--- config.mk ---
export PLATFORM = sky130hd
export DESIGN_NAME = char_rom_mport
export DESIGN_NICKNAME = d
export VERILOG_FILES = /design/src/rtl/char_rom_mport.sv
export SDC_FILE = /design/constraint.sdc
export NUM_CORES = 1
export LEC_CHECK = 0
export CORE_MARGIN = 1
export CORE_UTILIZATION = 55
export DETAILED_ROUTE_END_ITERATION = 10
export PLACE_DENSITY = 0.77
export SYNTH_ARGS = -nofsm -noshare
export SYNTH_HDL_FRONTEND = slang
export SYNTH_SLANG_ARGS = --single-unit
--- constraint.sdc ---
create_clock -name clk -period 9.2 [get_ports clk]
set_input_delay 0.92 -clock clk [delete_from_list [all_inputs] [get_ports clk]]
set_output_delay 0.92 -clock clk [all_outputs]
set_load 0.02 [all_outputs]
--- src/rtl/char_rom_mport.sv ---
// Multi-channel read front-end for a shared glyph ROM: arbitrates requesters onto the single
// ROM port, tracks reads through the fixed ROM latency and returns data via per-channel FIFOs.
module char_rom_mport #(
    parameter int    c_CH_NUM      = 4,
    parameter int    c_ADDR_WIDTH  = 10,
    parameter int    c_DATA_WIDTH  = 32,
    parameter int    c_ROM_LATENCY = 1,
    parameter int    c_RSP_DEPTH   = 4,
    parameter string c_ARB_MODE    = "ROUND_ROBIN"
) (
    input  logic                             clk,
    input  logic                             rst,
    input  logic [c_CH_NUM-1:0]              req_valid,
    input  logic [c_CH_NUM*c_ADDR_WIDTH-1:0] req_addr,
    output logic [c_CH_NUM-1:0]              req_ready,
    output logic [c_CH_NUM-1:0]              rsp_valid,
    output logic [c_CH_NUM*c_DATA_WIDTH-1:0] rsp_data,
    input  logic [c_CH_NUM-1:0]              rsp_ready,
    output logic [c_ADDR_WIDTH-1:0]          rom_addr,
    output logic                             rom_clk_en,
    input  logic [c_DATA_WIDTH-1:0]          rom_rd_data,
    output logic                             busy
);
    // Handshake: a request transfers in a cycle where req_valid[i] & req_ready[i]; a response
    // transfers where rsp_valid[i] & rsp_ready[i]. Requesters hold req_addr until accepted.

    localparam int CW = (c_CH_NUM > 1) ? $clog2(c_CH_NUM) : 1;
    localparam int PW = $clog2(c_RSP_DEPTH);
    localparam int NW = $clog2(c_RSP_DEPTH + 1);
    localparam logic [NW:0] DEPTH_V = (NW + 1)'(c_RSP_DEPTH);
    localparam bit FIXED_PRIO = (c_ARB_MODE == "FIXED");

    logic [CW-1:0]           rr_ptr;
    logic [CW-1:0]           base;
    logic [CW-1:0]           idx_c;
    int                      idx;
    logic [c_CH_NUM-1:0]     elig;
    logic                    gnt_vld;
    logic [CW-1:0]           gnt_id;
    logic [c_ADDR_WIDTH-1:0] addr_q;

    logic [c_ROM_LATENCY-1:0] tag_v;
    logic [CW-1:0]            tag_id [c_ROM_LATENCY];
    logic                     push_vld;
    logic [CW-1:0]            push_id;

    logic [NW-1:0]           infl   [c_CH_NUM];
    logic [NW-1:0]           fcnt   [c_CH_NUM];
    logic [PW-1:0]           wr_ptr [c_CH_NUM];
    logic [PW-1:0]           rd_ptr [c_CH_NUM];
    logic [c_DATA_WIDTH-1:0] mem    [c_CH_NUM][c_RSP_DEPTH];
    logic [c_CH_NUM-1:0]     push, pop, not_empty;
    logic                    busy_q;

    // Credit rule: accepted-but-unconsumed reads never exceed the FIFO depth.
    always_comb begin
        for (int i = 0; i < c_CH_NUM; i++) begin
            elig[i] = req_valid[i] && (({1'b0, fcnt[i]} + {1'b0, infl[i]}) < DEPTH_V);
        end
    end

    always_comb begin
        gnt_vld = 1'b0;
        gnt_id  = '0;
        idx     = 0;
        idx_c   = '0;
        base    = FIXED_PRIO ? '0 : rr_ptr;
        if (!rst) begin
            for (int k = 0; k < c_CH_NUM; k++) begin
                idx   = (int'(base) + k) % c_CH_NUM;
                idx_c = CW'(idx);
                if (!gnt_vld && elig[idx_c]) begin
                    gnt_vld = 1'b1;
                    gnt_id  = idx_c;
                end
            end
        end
    end

    always_comb begin
        for (int i = 0; i < c_CH_NUM; i++) begin
            req_ready[i] = gnt_vld && (gnt_id == CW'(i));
        end
        rom_clk_en = gnt_vld;
        rom_addr   = gnt_vld ? req_addr[gnt_id*c_ADDR_WIDTH +: c_ADDR_WIDTH] : addr_q;
    end

    assign push_vld = tag_v[c_ROM_LATENCY-1];
    assign push_id  = tag_id[c_ROM_LATENCY-1];

    always_comb begin
        for (int i = 0; i < c_CH_NUM; i++) begin
            not_empty[i] = (fcnt[i] != '0);
            push[i]      = push_vld && (push_id == CW'(i));
            pop[i]       = not_empty[i] && rsp_ready[i];
        end
    end

    always_ff @(posedge clk or posedge rst) begin
        if (rst) begin
            rr_ptr <= '0;
            addr_q <= '0;
            tag_v  <= '0;
            busy_q <= 1'b0;
            for (int s = 0; s < c_ROM_LATENCY; s++) begin
                tag_id[s] <= '0;
            end
            for (int i = 0; i < c_CH_NUM; i++) begin
                infl[i]   <= '0;
                fcnt[i]   <= '0;
                wr_ptr[i] <= '0;
                rd_ptr[i] <= '0;
            end
        end else begin
            if (gnt_vld) begin
                addr_q <= rom_addr;
                if (!FIXED_PRIO) begin
                    rr_ptr <= (gnt_id == CW'(c_CH_NUM - 1)) ? '0 : gnt_id + 1'b1;
                end
            end
            // Tag stage 0 lines up with the ROM address register; the last stage
            // coincides with valid rom_rd_data.
            tag_v[0]  <= gnt_vld;
            tag_id[0] <= gnt_id;
            for (int s = 1; s < c_ROM_LATENCY; s++) begin
                tag_v[s]  <= tag_v[s-1];
                tag_id[s] <= tag_id[s-1];
            end
            for (int i = 0; i < c_CH_NUM; i++) begin
                if (req_ready[i] && !push[i]) begin
                    infl[i] <= infl[i] + 1'b1;
                end else if (!req_ready[i] && push[i]) begin
                    infl[i] <= infl[i] - 1'b1;
                end
                if (push[i] && !pop[i]) begin
                    fcnt[i] <= fcnt[i] + 1'b1;
                end else if (!push[i] && pop[i]) begin
                    fcnt[i] <= fcnt[i] - 1'b1;
                end
                if (push[i]) begin
                    wr_ptr[i] <= wr_ptr[i] + 1'b1;
                end
                if (pop[i]) begin
                    rd_ptr[i] <= rd_ptr[i] + 1'b1;
                end
            end
            busy_q <= (|tag_v) || (|not_empty);
        end
    end

    always_ff @(posedge clk) begin
        for (int i = 0; i < c_CH_NUM; i++) begin
            if (push[i]) begin
                mem[i][wr_ptr[i]] <= rom_rd_data;
            end
        end
    end

    // Empty FIFOs present zero so stale storage never leaks out after reset.
    always_comb begin
        for (int i = 0; i < c_CH_NUM; i++) begin
            rsp_valid[i] = not_empty[i];
            rsp_data[i*c_DATA_WIDTH +: c_DATA_WIDTH] = not_empty[i] ? mem[i][rd_ptr[i]] : '0;
        end
    end

    assign busy = busy_q;

endmodule

Word level (Yosys, flattened, before mapping):

Memory sizes are Yosys's and may differ from the RTL's.
Index checks and enable logic that the tools add are counted.

* input port bits: 82
* output and inout port bits: 148
* word-level logic and storage cells: 243
* register bits: 56
* memory bits (writable): 512
* memories kept: 1

* $lt $le $gt $ge: 20
* multipliers: 1
* bitwise operators: 8
* equal/unequal tests: 6
* reductions and logical operators: 73
* multiplexer cells: 80
* add/subtract/negate cells: 32
* shifts and indexed selects: 1

Memories
* mem: words 4, width 128, rd ports 4, clocked after memory_dff 0, write ports 1, line 51 `logic [c_DATA_WIDTH-1:0] mem [c_CH_NUM][c_RSP_DEPTH];`

Operator list (count)
* two-way mux 128 bit: 10
* two-way mux 32 bit: 16
* OR reduction 128 bit: 3
* binary-select mux 32 bit (select 2 bit): 4
* demux 32 bit (select 2 bit): 4
* two-way mux 3 bit: 16
* variable part select 40 x 7 -> 10 bit: 1
* logical AND 1 bit: 39
* adder 3 x 1 -> 3 bit (second input constant): 8
* greater-or-equal comparator 3 bit (second input constant): 8
* inverter 2 -> 3 bit: 8
* subtractor 3 x 1 -> 3 bit (second input constant): 8
* adder 2 x 1 -> 2 bit (second input constant): 10
* two-way mux 2 bit: 9
* adder 3 x 3 -> 4 bit: 4
* < comparator 4 x 3 -> 1 bit (second input constant): 4
* two-way mux 1 bit: 16
* nonzero test 2 bit: 8
* zero test 1 bit: 15
* < comparator 2 x 3 -> 1 bit (second input constant): 4
* < comparator 3 x 1 -> 1 bit (second input constant): 4
* nonzero test 3 bit: 4
* two-way mux 10 bit: 1
* binary-select mux 1 bit (select 2 bit): 4
* 7 further kinds: 13

Depth between registers and ports, before layout:

Gate-level depths: netlist of the first run.

* word-level depth: 25
* depth in mapped cells: 16
* gate-level depth less buffers: 15

Worst setup path before layout of the first run:

No wires, ideal clock.

* kind: input port to flip-flop
* start: input port rst
* end: register infl[2] (netlist bit)
* setup time: 79 ps
* stages on the path: 12
* buffers on the path: 1
* slack: 5034 ps
* data arrival time: 4087 ps
* cells stage by stage: inv_1 -> nand2b_1 -> buf_2 -> inv_1 -> ha_1 -> and2_1 -> ha_1 -> inv_1 -> fa_1 -> xor2_1 -> nor2_1 -> xor2_1

* word-level cells in the longest chain between the ends: 6

RTL lines
* from (decl): line 12 `input logic rst,`
* two-way mux 2 bit *: line 68 `if (!rst) begin`
* via gnt_id[1]: line 39 `logic [CW-1:0] gnt_id;`
* == test 2 bit *: line 82 `req_ready[i] = gnt_vld && (gnt_id == CW'(i));`
* logical AND 1 bit *: line 82
* via req_ready[3]: line 15 `output logic [c_CH_NUM-1:0] req_ready,`
* zero test 1 bit: line 132 `end else if (!req_ready[i] && push[i]) begin`
* logical AND 1 bit: line 132
* nonzero test 2 bit (no source line)
* to (signal, indexed assignment): line 131 `infl[i] <= infl[i] + 1'b1;`
* to (signal, indexed assignment): line 133 `infl[i] <= infl[i] - 1'b1;`
* to (decl): line 47 `logic [NW-1:0] infl [c_CH_NUM];`

Mark *: on every way through the listed nets, which the timed path passes. The rest lies on a longest branch.
A chain may end at the register's enable or synchronous reset.

Final worst setup path of the first run:

* start: input port req_valid[1]
* end: output port rom_addr[7]

* word-level cells in the longest chain between the ends: 20

RTL lines
* from (decl): line 13 `input logic [c_CH_NUM-1:0] req_valid,`
* logical AND 1 bit *: line 58 `elig[i] = req_valid[i] && (({1'b0, fcnt[i]} + {1'b0, infl[i]}) < DEPTH_V);`
* binary-select mux 1 bit (select 2 bit): line 72 `if (!gnt_vld && elig[idx_c]) begin`
* two-way mux 1 bit (implied by the code): line 72
* two-way mux 1 bit: line 72
* two-way mux 1 bit: line 68
* zero test 1 bit: line 72
* logical AND 1 bit: line 72
* two-way mux 1 bit: line 72
* [4 not listed]
* two-way mux 1 bit: line 68
* zero test 1 bit: line 72
* logical AND 1 bit: line 72
* two-way mux 2 bit: line 72
* two-way mux 2 bit: line 68
* multiplier 2 x 3 -> 5 bit: line 85 `rom_addr = gnt_vld ? req_addr[gnt_id*c_ADDR_WIDTH +: c_ADDR_WIDTH] : addr_q;`
* variable part select 40 x 7 -> 10 bit: line 85
* two-way mux 10 bit *: line 85
* to (decl): line 19 `output logic [c_ADDR_WIDTH-1:0] rom_addr,`

Mark *: on every way between the ends. The rest lies on a longest branch, timed or not. The select of a mux whose other input is x is not followed.

==> reports/results.ini, run 1 <==
[global_route]
grt_pass1_wl_um=72400
pin_count_of_the_biggest_net_entering_global_routing=58
number_of_antenna_violations_at_the_first_check_in_global_routing=2
grt_pass1_vias=11900
groute.usage.overall=0.238
grt_overflow_total=0

[yosys]
muxShareOfSynthArea=0.140
synth_compound_area_frac=0.0116
synth_adder_area_share=0.0269
ys_seq_elements=568
netlist_area_um2=22700
synth_top_family_by_area=multiplexers
post_synth_inst_count=1129
synth_simple_gate_area_frac=0.0563
synthesized_net_count=1255
synth_seq_area_share=0.738
synth.avg_cell_area_um2=20.1
ys_types=39
top_reg_cell_synth=sky130_fd_sc_hd__edfxtp_1
yosysWarnings=0
synth-xor-area-share=0.0139
synth_async_sr_flop_share=0.0986
synth_edf_count=512

[worst_setup_path]
worst_ep_required_time_ns=8.28
cells_on_worst_reg2reg_path=12
critical-path-top-cell-by-count=sky130_fd_sc_hd__clkdlybuf4s50_1
setup.worst_path.start_class=primary input
reg2reg_slack_ns=4.93
critical-path-max-stage-delay_ns=0.81
timing.critical_path.cells=clkdlybuf4s50_1, or4b_4, or2_4, a41o_4, nor4_4, mux2i_1, o221ai_1, clkdlybuf4s50_1
critPathSlowestCell=sky130_fd_sc_hd__nor4_4
critical_path_peak_fanout=15
crit-reg2reg-capture=infl[10]
critPathKind=in -> out
crit-reg2reg-launch=infl[8]
critPathCaptureType=output port
worst_ep_arrival_time_ns=4.44

[timing]
period_share=0.583
timing.setup.tns_ns=0
maxSlewHeadroom=0.262
skew_ns=0.0206
final_hold_slack_ns=0.480
maxClockFrequency_mhz=187
timing_worst_slew_pin_value_ns=1.10
post-route-min-period_ns=5.36
finalHoldViolCount=0
finalSetupViolCount=0
slew_violations=0
rsz_0062_raised_after_global_routing=no

[pwr]
power_density_nw_per_um2=258
design_power_total_mw=7.06
static-leakage-power_nw=8.99
peak_vdd_ir_mv=0.165

[hold_path]
hp-start=infl[8]
worst_hold_path_type=reg -> reg
hold-path-cell-count=1
worstHoldEndpoint=infl[8]

[outcome]
status=complete, no violations

[place]
gpl.final_weighted_congestion=0.771
placement.io_buffers=229
detailedPlacementHpwl_um=28100

[final_layout]
drive_above_1_share=0.180
final_core_utilization=0.669
synthToLayoutAreaGrowth_pct=20.1
nNetsFinal=1494

[clock_tree]
clkSlewWorstSetupHoldPaths_ns=0.06
tritoncts.num_buffers=55
post_cts.repair.setup_buffers=0
cts_root_cell=sky130_fd_sc_hd__clkbuf_16
cts_sinks=568
cts_resized=0
cts_hold_repair.buffers=0
clock_insertion_delay_worst_skew_ns=0.60
cts_htree_levels=2
cts_tree=built
clk_path_buf_depth=3

[detailed_routing]
route.detailed.drc=0
totalWireLength_um=48100
detail_route.first_pass.iterations=5
viasPerCell=5.84
routedWlPerCell_um=24.7
ant_nets=0
initialDrtViolationCount=878
vias=11400

[job]
maxCapViolations=0

[die]
die_ht_um=205
pin_count=230
floorplan.die.width_um=205
dieArea_um2=42100
rows=74
coreArea_um2=40800
initial_utilization=0.557

## area by class of cell
class	instances	area (µm²)
flip-flops and latches	568	16800
fillers	2704	13500
multi-input cells	481	5660
repair buffers	238	2360
clock buffers	67	1480
well taps	532	666
clock inverters	35	248
inverters	24	90.1
diodes	1	2.50
## sequential cells by signal (all words and copies together) (netlist names)
signal,flops
wr_ptr,8
mem,512
infl,12
fcnt,12
addr_q,10
rd_ptr,8
push_id,2
base,2
push_vld,1
busy,1
## per-layer routing
metal  share of wire  track usage  up-vias
li1                -            -     4917
met1            0.42        0.333     5951
met2            0.49        0.385      437
met3           0.067       0.0443       62
met4           0.021       0.0733        2
met5         0.00027            0        -
## how the worst max path moves through the flow
stage	from	endpoint	slack, ns	depth (start not counted)
2_1_floorplan	rst	infl[2]	5.03	12
3_3_place_gp	req_valid[2]	req_ready[3]	3.88	8
3_5_place_dp	req_valid[2]	rom_addr[3]	3.70	8
4_1_cts	req_valid[2]	rom_addr[3]	3.72	8
5_1_grt	req_valid[2]	rom_addr[7]	3.53	8
6_report	req_valid[1]	rom_addr[7]	3.84	8
## critical path, delay by kind of cell
family	cells	cell delay, ns
AO/OA/AOI/OAI	2	0.58
multiplexers	1	0.23
buffers and inverters	2	1.14
AND/OR/NAND/NOR	3	1.57
## power by group
group	switching [mW]	internal, mW
Clock	0.927	1.23
Sequential	0.182	2.94
Combinational	0.875	0.904
Total	1.98	5.07
## cells by family after synthesis
group                    Yosys count
AO/OA/AOI/OAI                     32
XOR/XNOR                          36
adder cells (fa/ha/maj)           44
buffers and inverters             80
flip-flops                       568
multiplexers                     156
AND/OR/NAND/NOR                  213
## cell usage in the layout, fill, tap and decap left out, drive strengths merged, types with 10 or more instances in the layout
cell / synthesis / layout
o221ai: 20 / 20
clkbuf: 40 / 67
xnor2: 20 / 20
and2: 148 / 148
xor2: 16 / 16
inv: 24 / 25
nand2: 27 / 27
ha: 36 / 36
edfxtp: 512 / 512
nor2: 10 / 10
mux4: 128 / 128
mux2i: 20 / 20
dfrtp: 56 / 56
clkinv: 0 / 28
clkdlybuf4s50: 0 / 229
## cells in the mapped netlist (all sizes together) (3+ instances only)
cell type	instances	area, µm²
edfxtp	512	15400
and2	148	926
mux4	128	2880
dfrtp	56	1400
clkbuf	40	150
ha	36	450
nand2	27	101
inv	24	90.1
mux2i	20	200
o221ai	20	175
xnor2	20	175
buf	16	73.8
xor2	16	140
nor2	10	37.5
nand3	9	45.0
fa	8	160
mux2	8	90.1
o21ai	6	30.0
or3	4	25.0
nor4b	3	26.3
## stage by stage
stage	instances	worst slack, ns	cell area (µm²)
final	1946	3.84	27300
after CTS	1945	3.72	27300
after floorplan	1129	5.03	22700
after global placement	1843	3.88	25600
after global routing	1946	3.53	27300
after detailed placement	1843	3.70	25600
Note: power is estimated with default switching activity, not from simulation.
==> run 2: changes to the inputs <==
--- a/config.mk
+++ b/config.mk
@@ -6,9 +6,9 @@
 export NUM_CORES = 1
 export LEC_CHECK = 0
 export CORE_MARGIN = 1
-export CORE_UTILIZATION = 55
+export CORE_UTILIZATION = 51
 export DETAILED_ROUTE_END_ITERATION = 10
-export PLACE_DENSITY = 0.77
+export PLACE_DENSITY = 0.76
 export SYNTH_ARGS = -nofsm -noshare
 export SYNTH_HDL_FRONTEND = slang
 export SYNTH_SLANG_ARGS = --single-unit
==> constraint.sdc (replaced) <==
create_clock -name clk -period 4.7 [get_ports clk]
set_input_delay 0.47 -clock clk [delete_from_list [all_inputs] [get_ports clk]]
set_output_delay 0.47 -clock clk [all_outputs]
set_load 0.02 [all_outputs]
==> run 2 against run 1 <==
Power increased by 98%. Critical path depth unchanged. Highest routed layer is now met4. Clock-buffer cell count decreased by 3. Largest power group unchanged. Die area increased by 7.8%. Sequential cell count unchanged.
==> reports/results.ini, run 2 (synthesis gave the netlist of run 1 again) <==
[outcome]
status=complete, no violations

[detailed_routing]
ant_nets=0
initialDrtViolationCount=929
route.detailed.drc=0
viasPerCell=5.66
routedWlPerCell_um=24.3
vias=11400
totalWireLength_um=48700
detail_route.first_pass.iterations=5

[timing]
finalSetupViolCount=0
final_hold_slack_ns=0.477
maxClockFrequency_mhz=225
maxSlewHeadroom=0.193
finalHoldViolCount=0
timing.setup.tns_ns=0
timing_worst_slew_pin_value_ns=1.21
period_share=0.945
skew_ns=0.0174
post-route-min-period_ns=4.44
slew_violations=0
rsz_0062_raised_after_global_routing=no
worst_slack_ns=0.257

[clock_tree]
cts_tree=built
tritoncts.num_buffers=54
cts_resized=1
clock_insertion_delay_worst_skew_ns=0.59
cts_htree_levels=2
cts_hold_repair.buffers=0
cts_sinks=568
post_cts.repair.setup_buffers=0
cts_root_cell=sky130_fd_sc_hd__clkbuf_16
clkSlewWorstSetupHoldPaths_ns=0.06
clk_path_buf_depth=3

[die]
floorplan.die.width_um=213
pin_count=230
die_ht_um=213
dieArea_um2=45400
coreArea_um2=43600
initial_utilization=0.522
rows=76

[pwr]
clockPowerShare=0.313
internal_power_mw=10.1
power.net_switching_mw=3.90
power_density_nw_per_um2=508
peak_vdd_ir_mv=0.272
combPwrFrac=0.250
power.sequential.fraction=0.436
static-leakage-power_nw=9.08
design_power_total_mw=14.0
switching_power_as_a_share_of_total_power=0.279

[worst_setup_path]
worst_ep_required_time_ns=4.23
crit-reg2reg-capture=infl[1]
reg2reg_slack_ns=0.83
cells_on_worst_reg2reg_path=14
critPathCaptureType=output port
critPathLaunch=infl[8]
crit-reg2reg-launch=infl[8]
critical_path_peak_fanout=20
worst_ep_arrival_time_ns=3.97
setup.worst_path.start_class=flip-flop
critPathKind=reg -> out

[hold_path]
hold-path-cell-count=1
worstHoldEndpoint=infl[8]
worst_hold_path_type=reg -> reg
hp-start=infl[8]

[global_route]
grt_pass1_wl_um=72600
groute.usage.overall=0.221
grt_overflow_total=0
pin_count_of_the_biggest_net_entering_global_routing=57
number_of_antenna_violations_at_the_first_check_in_global_routing=1
grt_pass1_vias=12100

[final_layout]
leading_cell_types_in_the_layout_fill_and_taps_excluded=sky130_fd_sc_hd__edfxtp_1 (512), sky130_fd_sc_hd__clkdlybuf4s50_1 (229), sky130_fd_sc_hd__and2_1 (132)
nNetsFinal=1502
largest_register_ffs=512
instances_no_fill=2007
synthToLayoutAreaGrowth_pct=21.1
layout.cells.most_common=sky130_fd_sc_hd__edfxtp_1
drive_above_1_share=0.187

[place]
detailedPlacementHpwl_um=29100
dp_slack_ns=0.354
gpl.final_weighted_congestion=0.756
numPlacedInstances=1905
placement.io_buffers=229

[job]
maxCapViolations=0

==> run 2: cell types whose count changed in the layout (fill, tap and decap cells not counted), moves of 3 or more <==
cell and change:
sky130_fd_sc_hd__clkinv_1 -3, sky130_fd_sc_hd__buf_4 +9, sky130_fd_sc_hd__bufinv_16 +3, sky130_fd_sc_hd__clkinv_4 +3, sky130_fd_sc_hd__clkinv_2 -3, sky130_fd_sc_hd__clkbuf_1 -3
==> run 2: worst max-delay path, cell delays in order, from the launching register on <==
cell,delay [ns]
sky130_fd_sc_hd__dfrtp_1,0.39
sky130_fd_sc_hd__ha_1,0.29
sky130_fd_sc_hd__or4b_4,0.49
sky130_fd_sc_hd__or2_4,0.28
sky130_fd_sc_hd__a41o_4,0.33
sky130_fd_sc_hd__inv_1,0.18
sky130_fd_sc_hd__nand2_1,0.41
sky130_fd_sc_hd__o221ai_1,0.35
sky130_fd_sc_hd__clkdlybuf4s50_1,0.66
==> run 2: how the worst max path moves through the flow <==
stage          slack (ns)          end
6_report             0.26  rom_addr[8]
5_1_grt              0.04  rom_addr[6]
4_1_cts              0.27  rom_addr[4]
3_5_place_dp         0.35  rom_addr[4]
3_3_place_gp         0.49  rom_addr[1]
2_1_floorplan        0.98      infl[2]
==> run 2: per-stage QoR <==
step	util	instance area [µm²]
finish	0.632	27500
global route	0.632	27500
CTS	0.632	27500
detailed placement	0.590	25700
global placement	0.590	25700
floorplan	-	22700
==> run 2: layout make-up <==
cell class / instances / area, µm²
inverters: 24 / 90.1
well taps: 585 / 732
clock inverters: 37 / 364
flip-flops and latches: 568 / 16800
multi-input cells: 481 / 5670
clock buffers: 64 / 1450
repair buffers: 247 / 2430
fillers: 3005 / 16000
diodes: 1 / 2.50
==> run 2: metal layers <==
layer	share of wire	up-vias	GRT usage
li1	-	4945	-
met1	0.42	5929	0.307
met2	0.49	416	0.361
met3	0.073	69	0.0435
met4	0.020	0	0.0566
met5	0	-	0
==> run 2: power groups by stage <==
stage / logic [mW] / clock network, mW / registers [mW]
3_5_place_dp: 3.53 / 0 / 6.21
4_1_cts: 3.56 / 4.44 / 6.11
5_1_grt: 3.75 / 4.64 / 6.14
2_1_floorplan: 2.24 / 0 / 5.95
6_report: 3.50 / 4.38 / 6.11
3_3_place_gp: 3.47 / 0 / 6.19
==> run 3: changes to the inputs <==
--- a/config.mk
+++ b/config.mk
@@ -9,6 +9,7 @@
 export CORE_UTILIZATION = 51
 export DETAILED_ROUTE_END_ITERATION = 10
 export PLACE_DENSITY = 0.76
+export SLEW_MARGIN = 25
 export SYNTH_ARGS = -nofsm -noshare
 export SYNTH_HDL_FRONTEND = slang
 export SYNTH_SLANG_ARGS = --single-unit
==> run 3 against run 2 <==
Sequential cell count unchanged. Power about the same. Utilization increased by 0.060 points. Clock skew increased by 0.0016 ns. Global-route usage about the same. Hold slack about the same. Critical path type unchanged. Critical endpoint unchanged.
==> reports/results.ini, run 3 (synthesis gave the netlist of run 1 again) <==
[die]
dieArea_um2=45400
pin_count=230
rows=76
coreArea_um2=43600
die_ht_um=213
floorplan.die.width_um=213
initial_utilization=0.522

[worst_setup_path]
critPathCaptureType=output port
critPathKind=reg -> out
setup.worst_path.end=rom_addr[8]
crit-reg2reg-capture=infl[1]
critical-path-max-stage-delay_ns=0.66
worst_ep_required_time_ns=4.23
setup.worst_path.start_class=flip-flop
timing.critical_path.cells=ha_1, or4b_4, or2_4, a41o_4, inv_1, nand2_1, o221ai_1, clkdlybuf4s50_1
critPathLaunch=infl[8]
critical_path_peak_fanout=20
cells_on_worst_reg2reg_path=14
critPathSlowestCell=sky130_fd_sc_hd__clkdlybuf4s50_1
crit-reg2reg-launch=infl[8]
worst_ep_arrival_time_ns=3.98
reg2reg_slack_ns=0.82

[detailed_routing]
detail_route.first_pass.iterations=5
routedWlPerCell_um=24.3
initialDrtViolationCount=931
route.detailed.drc=0
totalWireLength_um=48700
viasPerCell=5.69
vias=11400
ant_nets=0

[timing]
maxClockFrequency_mhz=225
finalHoldViolCount=0
rsz_0062_raised_after_global_routing=no
finalSetupViolCount=0
final_hold_slack_ns=0.477
timing_worst_slew_pin_value_ns=1.07
post-route-min-period_ns=4.45
timing.setup.tns_ns=0
period_share=0.947
skew_ns=0.0189
slew_violations=0
maxSlewHeadroom=0.289

[global_route]
number_of_antenna_violations_at_the_first_check_in_global_routing=1
grt_overflow_total=0
grt_pass1_vias=12100
grt_pass1_wl_um=72600
pin_count_of_the_biggest_net_entering_global_routing=57
groute.usage.overall=0.221

[final_layout]
fillerInstances=3003
instances_no_fill=2007
final_core_utilization=0.632
seqCellArea_um2=16800
leading_cell_types_in_the_layout_fill_and_taps_excluded=sky130_fd_sc_hd__edfxtp_1 (512), sky130_fd_sc_hd__clkdlybuf4s50_1 (229), sky130_fd_sc_hd__and2_1 (132)
nNetsFinal=1503
multi_input_area_um2=5670
antenna_cells_inserted=0
drive_above_1_share=0.189
layout.cells.most_common=sky130_fd_sc_hd__edfxtp_1
synthToLayoutAreaGrowth_pct=21.2
largest_register_ffs=512

[pwr]
combPwrFrac=0.250
clockPowerShare=0.313
static-leakage-power_nw=9.09
power.sequential.fraction=0.436
power.net_switching_mw=3.90
design_power_total_mw=14.0
switching_power_as_a_share_of_total_power=0.279
power_density_nw_per_um2=508
peak_vdd_ir_mv=0.273
internal_power_mw=10.1

[clock_tree]
tritoncts.num_buffers=54
cts_tree=built
clock_insertion_delay_worst_skew_ns=0.59
cts_root_cell=sky130_fd_sc_hd__clkbuf_16
clkSlewWorstSetupHoldPaths_ns=0.06
cts_htree_levels=2
cts_hold_repair.buffers=0
clk_path_buf_depth=3
cts_sinks=568

[place]
detailedPlacementHpwl_um=29100
gpl.final_weighted_congestion=0.756
placement.io_buffers=229
numPlacedInstances=1905

[outcome]
status=complete, no violations

[hold_path]
worst_hold_path_type=reg -> reg

[job]
maxCapViolations=0

-- run 3: cell type report --
class                      count  share of cell area
clock buffer                  64              0.0527
clock inverter                37              0.0132
inverter                      24             0.00327
multi-input combinational    481               0.206
sequential                   568               0.609
tap                          585              0.0266
timing repair buffer         248              0.0889
-- run 3: repair_timing --
action | 4_1_cts | 5_1_grt
endpoints found under the setup margin | 3 | 0
gates resized for setup | 1 | 0
buffers inserted | 0 | 0
-- run 3: worst min path at each step --
| stage | start | end | slack [ns] | depth (start not counted) |
|---|---|---|---|---|
| 2_1_floorplan | infl[11] | infl[11] | 0.45 | 1 |
| 3_3_place_gp | infl[8] | infl[8] | 0.47 | 1 |
| 3_5_place_dp | infl[8] | infl[8] | 0.47 | 1 |
| 4_1_cts | infl[8] | infl[8] | 0.48 | 1 |
| 5_1_grt | infl[11] | infl[11] | 0.49 | 1 |
| 6_report | infl[8] | infl[8] | 0.48 | 1 |
-- run 3: power groups by stage --
stage	clock network (mW)	logic [mW]	registers, mW
floorplan	0	2.24	5.95
global placement	0	3.47	6.19
detailed placement	0	3.53	6.21
CTS	4.44	3.56	6.11
global route	4.64	3.75	6.14
finish	4.38	3.50	6.10
-- run 3: metal layers --
layer  vias up  GRT usage  wire [µm]
li1       4944          -          -
met1      5979      0.306      20300
met4         0     0.0566        985
met5         -          0          0
met3        67     0.0434       3560
met2       423      0.361      23900
-- run 3: critical path: cells and delay by family (launching register included) --
family	cells	cell delay, ns
buffers and inverters	2	0.84
DFF	1	0.39
adders and majority gates	1	0.29
and+or+nand+nor	3	1.18
AOI/OAI and AO/OA	2	0.69
-- run 3: through the flow --
step	setup slack, ns	area, µm²
floorplan	0.984	22700
global placement	0.491	25700
detailed placement	0.354	25700
CTS	0.267	27500
global route	0.0439	27500
finish	0.250	27500
